[src/rtl/param_serial_adder_if.sv]
`default_nettype none
// +--------------------------------------------------------------------+
// | param_serial_adder_if: start/busy/done handshake and operand bus   |
// | Revision: 1.0                                                       |
// +--------------------------------------------------------------------+
interface param_serial_adder_if #(
  parameter int SIZE = 4
);
  logic            start;
  logic [SIZE-1:0] a;
  logic [SIZE-1:0] b;
  logic [SIZE-1:0] sum;
  logic            carry;
  logic            busy;
  logic            done;

  modport master (
    output start, a, b,
    input  sum, carry, busy, done
  );

  modport slave (
    input  start, a, b,
    output sum, carry, busy, done
  );
endinterface
`default_nettype wire

[src/rtl/param_serial_adder.sv]
`default_nettype none
// +--------------------------------------------------------------------+
// | param_serial_adder: LSB-first bit-serial unsigned adder, SIZE bits |
// | Revision: 1.0                                                       |
// +--------------------------------------------------------------------+
module param_serial_adder #(
  parameter int SIZE = 4
) (
  input  logic                clk,
  input  logic                rst,
  param_serial_adder_if.slave bus
);

  localparam int            CW     = $clog2(SIZE) + 1;
  localparam logic [CW-1:0] C_LAST = CW'(SIZE - 1);

  typedef enum logic [1:0] {
    IDLE = 2'd0,
    ADD  = 2'd1,
    DONE = 2'd2
  } state_t;

  state_t          state_q, state_d;
  logic [SIZE-1:0] a_sh_q, a_sh_d;
  logic [SIZE-1:0] b_sh_q, b_sh_d;
  logic [SIZE-1:0] psum_q, psum_d;
  logic [SIZE-1:0] sum_q, sum_d;
  logic            c_q, c_d;
  logic            carry_q, carry_d;
  logic [CW-1:0]   cnt_q, cnt_d;

  logic            w_sbit;
  logic            w_cout;
  logic [SIZE:0]   w_shift;

  always_ff @(posedge clk) begin
    if (rst) begin
      state_q <= IDLE;
      a_sh_q  <= '0;
      b_sh_q  <= '0;
      psum_q  <= '0;
      sum_q   <= '0;
      c_q     <= 1'b0;
      carry_q <= 1'b0;
      cnt_q   <= '0;
    end else begin
      state_q <= state_d;
      a_sh_q  <= a_sh_d;
      b_sh_q  <= b_sh_d;
      psum_q  <= psum_d;
      sum_q   <= sum_d;
      c_q     <= c_d;
      carry_q <= carry_d;
      cnt_q   <= cnt_d;
    end
  end

  // Single full-adder cell; the sum bit enters the partial sum from the top.
  assign w_sbit  = a_sh_q[0] ^ b_sh_q[0] ^ c_q;
  assign w_cout  = (a_sh_q[0] & b_sh_q[0]) | (a_sh_q[0] & c_q) | (b_sh_q[0] & c_q);
  assign w_shift = {w_sbit, psum_q};

  always_comb begin
    state_d = state_q;
    a_sh_d  = a_sh_q;
    b_sh_d  = b_sh_q;
    psum_d  = psum_q;
    sum_d   = sum_q;
    c_d     = c_q;
    carry_d = carry_q;
    cnt_d   = cnt_q;
    case (state_q)
      IDLE: begin
        if (bus.start) begin
          a_sh_d  = bus.a;
          b_sh_d  = bus.b;
          psum_d  = '0;
          c_d     = 1'b0;
          cnt_d   = '0;
          state_d = ADD;
        end
      end
      ADD: begin
        a_sh_d = a_sh_q >> 1;
        b_sh_d = b_sh_q >> 1;
        c_d    = w_cout;
        psum_d = w_shift[SIZE:1];
        cnt_d  = cnt_q + CW'(1);
        if (cnt_q == C_LAST) begin
          sum_d   = w_shift[SIZE:1];
          carry_d = w_cout;
          state_d = DONE;
        end
      end
      DONE: begin
        state_d = IDLE;
      end
      default: begin
        state_d = IDLE;
      end
    endcase
  end

  assign bus.sum   = sum_q;
  assign bus.carry = carry_q;
  assign bus.busy  = (state_q == ADD);
  assign bus.done  = (state_q == DONE);

endmodule
`default_nettype wire

[src/flat_wrapper.sv]
// flat-port wrapper written by rule: the top's interface ports become plain ports
module param_serial_adder_flat 
#(
  parameter int SIZE = 4
)
  (clk, rst, bus_start, bus_a, bus_b, bus_sum, bus_carry, bus_busy, bus_done);
  param_serial_adder_if #(.SIZE(SIZE)) bus_i ();
  input  logic clk;
  input  logic rst;
  input wire logic [$bits(bus_i.start)-1:0] bus_start;
  input wire logic [$bits(bus_i.a)-1:0] bus_a;
  input wire logic [$bits(bus_i.b)-1:0] bus_b;
  output wire logic [$bits(bus_i.sum)-1:0] bus_sum;
  output wire logic [$bits(bus_i.carry)-1:0] bus_carry;
  output wire logic [$bits(bus_i.busy)-1:0] bus_busy;
  output wire logic [$bits(bus_i.done)-1:0] bus_done;
  assign bus_i.start = bus_start;
  assign bus_i.a = bus_a;
  assign bus_i.b = bus_b;
  assign bus_sum = bus_i.sum;
  assign bus_carry = bus_i.carry;
  assign bus_busy = bus_i.busy;
  assign bus_done = bus_i.done;
  param_serial_adder #(.SIZE(SIZE)) u_core (.clk(clk), .rst(rst), .bus(bus_i));
endmodule
[config.mk]
export PLATFORM = sky130hd
export DESIGN_NAME = param_serial_adder_flat
export DESIGN_NICKNAME = d
export VERILOG_FILES = /design/src/rtl/param_serial_adder_if.sv /design/src/rtl/param_serial_adder.sv /design/src/flat_wrapper.sv
export SDC_FILE = /design/constraint.sdc
export NUM_CORES = 1
export LEC_CHECK = 0
export CORE_MARGIN = 2
export CORE_UTILIZATION = 55
export CTS_BUF_LIST = sky130_fd_sc_hd__clkbuf_2 sky130_fd_sc_hd__clkbuf_4 sky130_fd_sc_hd__clkbuf_8
export CTS_CLUSTER_DIAMETER = 60
export DETAILED_ROUTE_END_ITERATION = 12
export DONT_BUFFER_PORTS = 1
export PLACE_DENSITY = 0.71
export SYNTH_ARGS = -nofsm -noshare
export SYNTH_HDL_FRONTEND = slang
export SYNTH_SLANG_ARGS = --single-unit
[constraint.sdc]
create_clock -name clk -period 1.8 [get_ports clk]
set_input_delay 0.36 -clock clk [delete_from_list [all_inputs] [get_ports clk]]
set_output_delay 0.36 -clock clk [all_outputs]
set_load 0.005 [all_outputs]
==> metrics <==
status finished clean; H-tree Lvls 1; unrepaired setup endpoints after global routing false; postcts setup bufs 0; post-synthesis simple-gate area fraction 15.84%; Seq pwr share 59.3%; Core Box Area 0.001670 mm^2; Critical Path RT 1.44 ns; Worst Tran Pin Value 0.3593 ns; # hold bufs at CTS 0; Crit. End Element output pin; Pre-Repair DR Iteration Count 4; setup_tns 0 ns; crit-path cells nor2b_4; Seq/Total Area, Yosys 46.07%; vias per inst 5.609; CTS clock-pin slew for the worst setup and hold paths 0.12 ns; DP HPWL 1059 um; final core utilization 58.88%; Int Power 674.0 uW; Sw Share between 20% and 30%; Post-Synth Adder-Cell Area 4.712%; P_sw between 200 and 250 uW; pin count of the biggest net entering global routing 23; Max VDD drop ~0.44 mV; Max FO, Critical Path 13; Setup Crit Path Kind reg -> out; wire length per cell 13.75 um; worst path arrival time 1.08 ns; Overflow after GRT 0; Synth Instances 93; min Tclk post-route 1.436 ns; Worst path max stage delay 0.43 ns; worst r2r path cells 5; Comb power frac 10.1%; fillcell total 152; commonest non-fill, non-tap cell in the layout dfxtp_1; share of total power in the clock network 30.6%; Die H ~46 um; synthesis-to-layout area growth 2.880%; row count 15; Yosys reg bits 22; register-to-register setup slack 0.48 ns; CP Launch Type flip-flop; number of synthesis warnings 0; RR Startpoint u_core.cnt_q[0]$_SDFFE_PP0P_; clock root cell clkbuf_4; multi-input logic area 466.7 um^2; worst skew pair latency 0.31 ns; WP buf/inv 0; Port Buf Inserts 0; post-synthesis mux area share 7.330%; DR DRC count 0; commonest cells after routing, fill and taps aside dfxtp_1, nor2_1, a22oi_1; Cell Area, Synth 955.9 um^2; Avg Cell Area, Syn 10.28 um^2; CTS tree yes; Hold Crit Class in -> reg; Worst Hold End u_core.a_sh_q[0]$_SDFFE_PP0P_; vias in the first global route 590; Final Wtd Congestion between 0.6 and 0.7; CP delay by family, top flip-flops; Power Total 882.0 uW; first-pass GRT wire length 2504 um; Synth Area in XOR/XNOR 0%; Leak 0.0003679 uW; fmax 696.4 MHz; largest family of logic cells by synthesized area compound AO/OA/AOI/OAI gates; post-cts sizing count 0; total CTS buffers 3; Fin. Hold Viols 0; die area 0.002088 mm^2; Detail Route Antenna Nets 0; pwr dens 896.9 mW/mm^2; Iteration-0 DRC Markers 16; initial antenna violation count 0; clk buf depth 2; share of cells above drive strength 1 approximately 19%; Final Max Tran Viols 0; Max-slew headroom 76.03%; Top-Level Pins 18; drt total wl 1512 um; Synth Area in Compound Gates approximately a fifth; Starting Density a little under three fifths; Hold Crit Start rst; Num Clock Sinks 22; reg2reg end u_core.bus.sum[2]$_SDFFE_PP0P_; Post-layout nets 108; Max Clock Skew 0.008888 ns; Via Count around 600; Netlist cell types 23; GRT Overall Usage approximately 17%; storage element area around 440 um^2; final worst path period share 79.78%; Hold Path Depth 1; Die X 45.69 um; Max Cap Viol 0; Crit-path slowest cell dfxtp_1; Mapped Nets roughly 110; stages on the worst setup path 1; Final setup viols 0; Antenna Cells 0
## sequential cells by signal, indices dropped and copies added (netlist names)
name and count:
u_core.cnt_q 3, u_core.c_q 1, u_core.a_sh_q 4, u_core.state_q 2
u_core.psum_q 3, u_core.b_sh_q 4, u_core.bus.carry 1, u_core.bus.sum 4
## power by group through the flow
stage / Sequential [uW] / Clock (uW) / Combinational (uW)
floorplan: 531 / 0 / 91.5
global placement: 534 / 0 / 87.6
detailed placement: 534 / 0 / 90.3
CTS: 523 / 281 / 90.4
global route: 527 / 308 / 101
finish: 523 / 270 / 88.9
## layout make-up
class / instances / area share (%)
sequential: 22 / 44.78
clock buffer: 4 / 3.690
tap: 17 / 2.163
inverter: 3 / 1.145
timing repair buffer: 1 / 0.7634
multi-input combinational: 63 / 47.46
## worst max-delay path by stage
stage	from	to
final	u_core.state_q[0]$_SDFFE_PP0P_	bus_busy
after global routing	u_core.state_q[0]$_SDFFE_PP0P_	bus_busy
after CTS	u_core.state_q[0]$_SDFFE_PP0P_	bus_busy
after detailed placement	u_core.cnt_q[0]$_SDFFE_PP0P_	u_core.bus.sum[2]$_SDFFE_PP0P_
after global placement	u_core.cnt_q[0]$_SDFFE_PP0P_	u_core.bus.sum[1]$_SDFFE_PP0P_
after floorplan	u_core.cnt_q[0]$_SDFFE_PP0P_	u_core.bus.carry$_SDFFE_PP0P_
## synthesized netlist by cell type
master	instances	area [um^2]
a21oi_1	5	25.02
nand3_1	5	25.02
buf_1	1	3.750
nand2_1	5	18.77
buf_4	2	15.01
fa_1	1	20.02
nor2b_4	1	13.76
nand3b_1	1	7.510
a22oi_1	8	60.06
nor3b_1	1	7.510
o21ba_4	1	16.27
nor3_1	1	5.000
buf_8	1	15.01
mux2i_1	7	70.07
ha_1	2	25.02
o21bai_2	1	11.26
nor2_2	3	18.77
clkbuf_1	1	3.750
a211oi_2	7	87.58
nor2b_1	1	6.260
dfxtp_1	22	440.4
nor2_1	13	48.80
inv_1	3	11.26
## metrics by stage
step                std cells  instance area [um^2]  setup slack [ns]  hold slack [ns]
floorplan                  93                 955.9            0.6111           0.4246
global placement          106                 947.2            0.4759           0.4266
detailed placement        106                 947.2            0.4646           0.4281
CTS                       110                 983.4            0.3297          0.08470
global route              110                 983.4            0.2648          0.06137
finish                    110                 983.4            0.3640          0.09479
## kinds of logic after synthesis
family | after synthesis
AOI/OAI and AO/OA | 22
adders and majority gates | 3
buffers and inverters | 8
DFF | 22
muxes | 7
and+or+nand+nor | 31
## per-layer routing
| metal | GRT usage [%] | part of all wire, % |
|---|---|---|
| met1 | 23.21 | 51 |
| met2 | 24.23 | 44 |
| met3 | 4.365 | 3.9 |
| met4 | 10.29 | 0.99 |
| met5 | 0 | 0 |
No activity file was read; power rests on OpenSTA's default activity.
